[src/rtl/ssd_scan_ctrl.sv]
// ssd_scan_ctrl: time-multiplexed scan controller for a multi-digit 7-segment display.
// Latency: outputs registered, aligned with the scan state; a new value is committed at the frame boundary.
// Backpressure: load_ready drops while a load is pending, until the next frame boundary.
// Optional macro SSD_LEADING_ZERO_BLANK_EN: keeps leading-zero digits dark during their SHOW interval.
module ssd_scan_ctrl #(
  parameter int NUM_DIGITS   = 4,
  parameter int DWELL_CYCLES = 50000,
  parameter int BLANK_CYCLES = 500
) (
  input  logic                    clk,
  input  logic                    rst,
  input  logic                    load_valid,
  output logic                    load_ready,
  input  logic [4*NUM_DIGITS-1:0] load_data,
  output logic [3:0]              dig_out,
  output logic [NUM_DIGITS-1:0]   an,
  output logic                    frame_done
);

  localparam int CNT_MAX = (BLANK_CYCLES > DWELL_CYCLES) ? BLANK_CYCLES : DWELL_CYCLES;
  localparam int CNT_W   = (CNT_MAX > 1) ? $clog2(CNT_MAX) : 1;
  localparam int IDX_W   = $clog2(NUM_DIGITS);

  localparam logic [CNT_W-1:0] BLANK_LAST = CNT_W'(BLANK_CYCLES - 1);
  localparam logic [CNT_W-1:0] DWELL_LAST = CNT_W'(DWELL_CYCLES - 1);
  localparam logic [IDX_W-1:0] IDX_LAST   = IDX_W'(NUM_DIGITS - 1);

  typedef enum logic {BLANK, SHOW} state_t;

  state_t                  state_q, state_d;
  logic [IDX_W-1:0]        idx_q, idx_d;
  logic [CNT_W-1:0]        cnt_q, cnt_d;
  logic [4*NUM_DIGITS-1:0] shadow_q, shadow_d;
  logic [4*NUM_DIGITS-1:0] buf_q, buf_d;
  logic                    pending_q, pending_d;
  logic [NUM_DIGITS-1:0]   an_q, an_d;
  logic [3:0]              dig_q, dig_d;
  logic                    frame_done_q;
  logic                    boundary;
  logic                    xfer;
  logic [NUM_DIGITS-1:0]   lit;

  // State, counters, value buffers and registered outputs.
  always_ff @(posedge clk) begin
    if (rst) begin
      state_q      <= BLANK;
      idx_q        <= '0;
      cnt_q        <= '0;
      shadow_q     <= '0;
      buf_q        <= '0;
      pending_q    <= 1'b0;
      an_q         <= '0;
      dig_q        <= '0;
      frame_done_q <= 1'b0;
    end else begin
      state_q      <= state_d;
      idx_q        <= idx_d;
      cnt_q        <= cnt_d;
      shadow_q     <= shadow_d;
      buf_q        <= buf_d;
      pending_q    <= pending_d;
      an_q         <= an_d;
      dig_q        <= dig_d;
      frame_done_q <= boundary;
    end
  end

  // Scan sequencing: BLANK -> SHOW per digit; boundary is the last SHOW cycle of the top digit.
  always_comb begin
    state_d  = state_q;
    idx_d    = idx_q;
    cnt_d    = cnt_q + 1'b1;
    boundary = 1'b0;
    case (state_q)
      BLANK: begin
        if (cnt_q == BLANK_LAST) begin
          cnt_d   = '0;
          state_d = SHOW;
        end
      end
      SHOW: begin
        if (cnt_q == DWELL_LAST) begin
          cnt_d   = '0;
          state_d = BLANK;
          if (idx_q == IDX_LAST) begin
            idx_d    = '0;
            boundary = 1'b1;
          end else begin
            idx_d = idx_q + 1'b1;
          end
        end
      end
      default: begin
        cnt_d   = '0;
        state_d = BLANK;
      end
    endcase
  end

  // Load handshake: capture into the pending buffer, commit (or bypass) only at the frame boundary.
  always_comb begin
    xfer      = load_valid && !pending_q;
    shadow_d  = shadow_q;
    buf_d     = buf_q;
    pending_d = pending_q;
    if (boundary) begin
      if (pending_q) begin
        shadow_d  = buf_q;
        pending_d = 1'b0;
      end else if (xfer) begin
        shadow_d = load_data;
      end
    end else if (xfer) begin
      buf_d     = load_data;
      pending_d = 1'b1;
    end
  end

  // Digit lighting mask: leading zeros optionally stay dark, digit 0 always lights.
`ifdef SSD_LEADING_ZERO_BLANK_EN
  always_comb begin
    logic nz;
    nz  = 1'b0;
    lit = '0;
    for (int i = NUM_DIGITS - 1; i >= 0; i--) begin
      nz     = nz | (|shadow_d[4*i +: 4]);
      lit[i] = nz || (i == 0);
    end
  end
`else
  always_comb begin
    lit = '1;
  end
`endif

  // Next outputs follow the next scan state so registered outputs line up with the state.
  always_comb begin
    an_d  = '0;
    dig_d = '0;
    for (int i = 0; i < NUM_DIGITS; i++) begin
      if (idx_d == IDX_W'(i)) begin
        dig_d   = shadow_d[4*i +: 4];
        an_d[i] = (state_d == SHOW) && lit[i];
      end
    end
  end

  assign load_ready = !pending_q;
  assign an         = an_q;
  assign dig_out    = dig_q;
  assign frame_done = frame_done_q;

endmodule
[config.mk]
export PLATFORM = sky130hd
export DESIGN_NAME = ssd_scan_ctrl
export DESIGN_NICKNAME = d
export VERILOG_FILES = /design/src/rtl/ssd_scan_ctrl.sv
export SDC_FILE = /design/constraint.sdc
export NUM_CORES = 1
export LEC_CHECK = 0
export ABC_AREA = 1
export CORE_AREA = 2 2 74 76
export CTS_BUF_LIST = sky130_fd_sc_hd__clkbuf_2
export DETAILED_ROUTE_END_ITERATION = 10
export DIE_AREA = 0 0 76 78
export PLACE_DENSITY = 0.81
export RECOVER_POWER = 25
export SLEW_MARGIN = 20
export SYNTH_ARGS = -nofsm -noshare
export SYNTH_HDL_FRONTEND = slang
export SYNTH_SLANG_ARGS = --single-unit
export TNS_END_PERCENT = 50
[constraint.sdc]
create_clock -name clk -period 1.9 [get_ports clk]
set_input_delay 0.285 -clock clk [delete_from_list [all_inputs] [get_ports clk]]
set_output_delay 0.285 -clock clk [all_outputs]
set_load 0.05 [all_outputs]
### Word-level counts from Yosys, hierarchy flattened

Index checks and enable logic that the tools add are counted.

| word-level totals | value |
|---|---|
| word-level logic and storage cells | 54 |
| bits of input ports | 19 |
| register bits after elaboration | 61 |
| output and inout bits | 10 |

| cells by class | value |
|---|---|
| eq/ne operators | 6 |
| $add $sub $neg | 2 |
| reduce and logical (&&, ||, !) cells | 9 |
| multiplexer cells | 19 |
| bitwise logic cells | 6 |

Operators with widths:

| operator | count |
|---|---|
| $mux W16 | 5 |
| $pmux W16 S2 | 1 |
| $add A16 B1 Y16 const B | 1 |
| $eq A16 B16 Y1 const B | 1 |
| $eq A16 B9 Y1 const B | 1 |
| $mux W4 | 4 |
| $reduce_or A2 Y1 | 5 |
| $eq A2 B2 Y1 const B | 3 |
| $mux W2 | 3 |
| $not A1 Y1 | 6 |
| $mux W1 | 5 |
| $add A2 B1 Y2 const B | 1 |
| $eq A2 B1 Y1 const B | 1 |
| $logic_not A2 Y1 | 1 |
| $pmux W1 S2 | 1 |
| $reduce_and A2 Y1 | 1 |
| $logic_and A1 B1 Y1 | 1 |
| $logic_not A1 Y1 | 1 |

### Logic depth before layout (Yosys ltp)

| logic depth | value |
|---|---|
| word-level depth | 9 |
| mapped depth | 13 |
| gate-level depth less buffers | 13 |

### Worst setup path after synthesis

OpenSTA, ideal clock, no wires.

| timing | value |
|---|---|
| path type | reg-to-reg |
| start point | register pending_q |
| end point | register dig_q[2] (netlist: dig_out[2]) |
| period minus slack after synthesis | 1,641 ps |
| setup time | 66 ps |
| data required time | 1,834 ps |
| arrival | 1,575 ps |
| stages on the path, launching flop included | 8 |
| buffers on the path | 1 |
| slack | 259 ps |
| cell sequence | dfxtp_1 > inv_1 > clkbuf_1 > o21ai_0 > o21a_1 > nand2_1 > nand2_1 > a21oi_2 |

| on the way | value |
|---|---|
| longest elaborated chain between the ends | 9 |

Ends and longest elaborated chain:

| element | RTL line | text |
|---|---|---|
| start, declared | 35 | `logic pending_q, pending_d;` |
| start signal, assigned | 61 | `pending_q <= pending_d;` |
| $logic_not A1 Y1 * | n/a |  |
| named net load_ready | 13 | `output logic load_ready,` |
| $logic_and A1 B1 Y1 * | 102 | `xfer = load_valid && !pending_q;` |
| $mux W16 * | 110 | `end else if (xfer) begin` |
| $mux W16 * | 107 | `if (pending_q) begin` |
| $mux W16 * | 106 | `if (boundary) begin` |
| $mux W4 (3 in series) | 141 | `if (idx_d == IDX_W'(i)) begin` |
| $mux W4 * | 141 |  |
| end signal, assigned | 63 | `dig_q <= dig_d;` |
| end, declared | 37 | `logic [3:0] dig_q, dig_d;` |

Mark *: on every way through the listed nets, which the timed path passes. The rest lies on a longest branch.
A chain may end at the register's enable or synchronous reset.

### Final worst setup path

| timing | value |
|---|---|
| start point | register cnt_q[0] |
| end point | register dig_q[2] (netlist: dig_out[2]) |

| on the way | value |
|---|---|
| longest elaborated chain between the ends | 8 |
| elaborated cells between the ends (all ways) | 14 |
| classes of those cells | eq/ne: 4; mux: 9; reduce/logical: 1 |

Ends and longest elaborated chain:

| element | RTL line | text |
|---|---|---|
| start, declared | 32 | `logic [CNT_W-1:0] cnt_q, cnt_d;` |
| start signal, assigned | 58 | `cnt_q <= cnt_d;` |
| $eq A16 B16 Y1 * | 82 | `if (cnt_q == DWELL_LAST) begin` |
| $mux W1 or $mux W2 (tied branches) | 82 |  |
| $mux W1 or $mux W2 (tied branches) | 74 | `case (state_q)` |
| $mux W16 or $logic_not A2 Y1 (tied branches) | 106, 141 |  |
| $mux W4 (3 in series) | 141 |  |
| $mux W4 * | 141 |  |

Every way passes the cells marked *; elsewhere a longest branch is shown, timed or not.

==> run summary <==
Outcome: finished clean
NumNets Final: 519
Number of I/O pins: 29
Switching Fraction: 27.5%
WL final: 7300 um
Logic pwr share: 10.6%
HPWL after detailed placement: 5080 um
Cell mode on critical path: nand2_1
Share of flip-flops with an asynchronous set or reset: 0%
Iter 0 DRT Violations: 196
Sw Pwr: 0.602 mW
PwrDens: 609 mW/mm^2
Leak pwr: 1.66 nW
Latest clock arrival within the worst-skew pair: 0.50 ns
Crit path depth: 11
Hold Crit Class: input port to register
ANT cells: 0
Chip height: 78 um
Fmax: 547 MHz
Fraction of layout cells with a size suffix above 1: 15.1%
Sequential area share after synthesis: 41.1%
Max-slew headroom: 66.3%
Library cells used by synthesis: 31
Routed vias/inst: 5.28
R2R Setup Slk: 0.07 ns
Minimum clock period: 1.83 ns
Post-CTS Hold Buffers: 0
Post-synth design cell area: 0.00297 mm^2
Gate count after technology mapping: 450
Crit path largest cell delay: 0.39 ns
Max Buffers Root-to-Sink: 2
R2r worst-path depth: 11
Worst hold path depth: 3
Synth Flop Type: dfxtp_1
Crit Path Max Fanout: 7
GRT Util Overall: 25.6%
DRC viols: 0
CTS tree: yes
Buf/Inv on CP: 0
Die W: 76 um
Final hold violation count: 0
Slowest CP cell: dfxtp_2
Pre-CTS setup slack: -0.109 ns
Initial Util: 58.9%
Routability cong.: 0.893
Initial antenna violation count: 0
Die area: 0.00593 mm^2
Setup ws final: 0.0733 ns
CP top delay family: simple AND/OR/NAND/NOR gates
Hold endpoint: buf_q[2]
Global-route wire length before repair: 12,200 um
Vias: 3,018
Crit end category: register
HP Start: load_data[2]
Post-synth EDFFs: 0
Slew Limit Fails: 0
Synth Area per Inst: 6.60 um^2
Yosys top cell area share: 41.1%
I/O Buffers: 28
Drt first pass iters: 4
Core Area: 0.00504 mm^2
CTS HTree Levels: 3
Final setup vio count: 0
Least-Margin Pin Slew: 0.505 ns
Worst setup SP type: register
Syn Nets: 471
Worst-path clk slew: 0.16 ns
Total Power: 2.19 mW
Worst endpoint required time: 2.34 ns
Max-cap viol count: 0
Crit Path Class: register to register
Rows: 26
Clock power share: 28.6%
Synthesized flop and latch total: 61
Main area contributors after synthesis: dfxtp_1 41%, nand2_1 18%, nor2_1 8.8%, a21oi_1 5.1%, inv_1 4.8%
Clk root buf: clkbuf_2
DR WL/cell: 12.8 um
Area grow syn2layout: 21.1%
Seq pwr share: 60.8%
Cell internal pwr: 1.59 mW
Final instance area: 0.00360 mm^2
Cell taking the most area after synthesis: dfxtp_1
Vias in the first global route: 2,797
Syn. warnings: 0
Post-route ant nets: 0
Skew final: 0.0210 ns
Start of the worst register-to-register path: cnt_q[0]
Largest net degree at the start of global routing: 24
Start point of the critical path: cnt_q[0]
Global route overflow: 0
Num CTS Buffers: 9
Clock Sinks: 61
Fraction of the cycle the final worst path needs: 96.1%
Cell Chain, Critical Path: ha_4 > nand3_4 > nor2_4 > nand2_1 > nor2_4 > nand3_1 > nand2_2 > nand2_1 > nand2_1 > nand2_1 > a21oi_2
Peak supply drop: 0.000379 V
Terminus of the critical flop-to-flop path: dig_out[2]
Worst EP arrival: 2.27 ns
DP Area: 0.00338 mm^2
-- power groups by stage --
| stage | clock, mW | sequential, mW | combinational [mW] |
|---|---|---|---|
| 2_1_floorplan | 0 | 1.35 | 0.133 |
| 3_3_place_gp | 0 | 1.36 | 0.226 |
| 3_5_place_dp | 0 | 1.36 | 0.229 |
| 4_1_cts | 0.631 | 1.33 | 0.230 |
| 5_1_grt | 0.696 | 1.34 | 0.265 |
| 6_report | 0.627 | 1.33 | 0.232 |
-- routing by layer --
| layer | up-vias | GRT usage [%] | part of all wire, % |
|---|---|---|---|
| met5 | - | 0 | 0 |
| met4 | 0 | 12.7 | 2.8 |
| met3 | 22 | 4.65 | 5.9 |
| met2 | 90 | 41.4 | 47 |
| met1 | 1373 | 33.0 | 45 |
| li1 | 1533 | - | - |
-- through the flow --
| step | TNS, ns | hold WS, ns | instances | utilization, % |
|---|---|---|---|---|
| 3_5_place_dp | -0.186 | 0.441 | 547 | 67.0 |
| 3_3_place_gp | -0.0274 | 0.425 | 547 | 67.0 |
| 6_report | 0 | 0.416 | 572 | 71.3 |
| 2_1_floorplan | 0 | 0.418 | 450 | - |
| 4_1_cts | 0 | 0.417 | 566 | 69.0 |
| 5_1_grt | -0.118 | 0.411 | 572 | 71.3 |
-- cell type report --
type	instances	area, um^2
Multi-Input combinational cell	329	1570
Fill cell	426	1450
Sequential cell	61	1230
Timing Repair Buffer	51	459
Inverter	46	175
Tap cell	70	87.6
Clock buffer	12	60.1
Clock inverter	3	13.8
-- synth_stat cells, types with 2 or more instances --
library cell  number
inv_1             38
xor2_1             2
nor2_4             3
a21oi_1           30
nand2_2            4
nor2_2             5
nand4_1           11
a211oi_1           2
nor3_1             9
nand3_1           15
nor3b_1            3
o21ai_0           23
ha_1               2
nand2_1          139
clkinv_1           2
dfxtp_1           61
clkbuf_1           6
o21a_1             3
inv_2              6
buf_2              6
nor2_1            70
-- how the worst max path moves through the flow --
stage,to,slack [ns]
after detailed placement,dig_out[0],-0.11
final,dig_out[2],0.07
after global routing,dig_out[1],-0.06
after CTS,an[2],0.0001
after global placement,dig_out[0],-0.02
after floorplan,dig_out[2],0.26
-- placed cells by master, fill, tap and decap left out, types with 6 or more instances in the layout --
master,instances
nor2_1,65
nor3_1,9
dlygate4sd2_1,7
nor2_2,7
dfxtp_1,55
inv_1,38
o21ai_0,23
clkdlybuf4s50_1,18
clkbuf_2,12
nand2_2,6
nand3_1,15
buf_4,23
nand4_1,11
a21oi_1,30
nand2_1,137
nor2_4,6
-- flip-flops by register name, indices dropped and copies added, names as in the netlist --
signal and flops:
an 4, buf_q 16, state_q 1, frame_done 1, shadow_q 16, pending_q 1
dig_out 4, cnt_q 16, idx_q 2
-- logic make-up (layout without fill, tap and decap cells) --
group           after synthesis  after routing  share of synthesized area (%)
compound gates               61             61                           10.9
xor+xnor                      2              2                          0.590
fa+ha+maj                     2              2                          0.842
buf+inv                      61            112                           8.34
flops                        61             61                           41.1
simple gates                263            264                           38.2
-- worst reg2reg max path, delay by kind of cell, from the launching register on --
kind	cells	cell delay, ns
AOI/OAI and AO/OA	1	0.11
and+or+nand+nor	9	1.10
adders and majority gates	1	0.17
DFF	1	0.39
-- what timing repair did --
action	4_1_cts	5_1_grt
resized for setup	8	23
setup buffers	4	5
gates cloned	0	1
endpoints found under the setup margin	10	10
pin swaps	1	3
No activity file was read; power rests on OpenSTA's default activity.
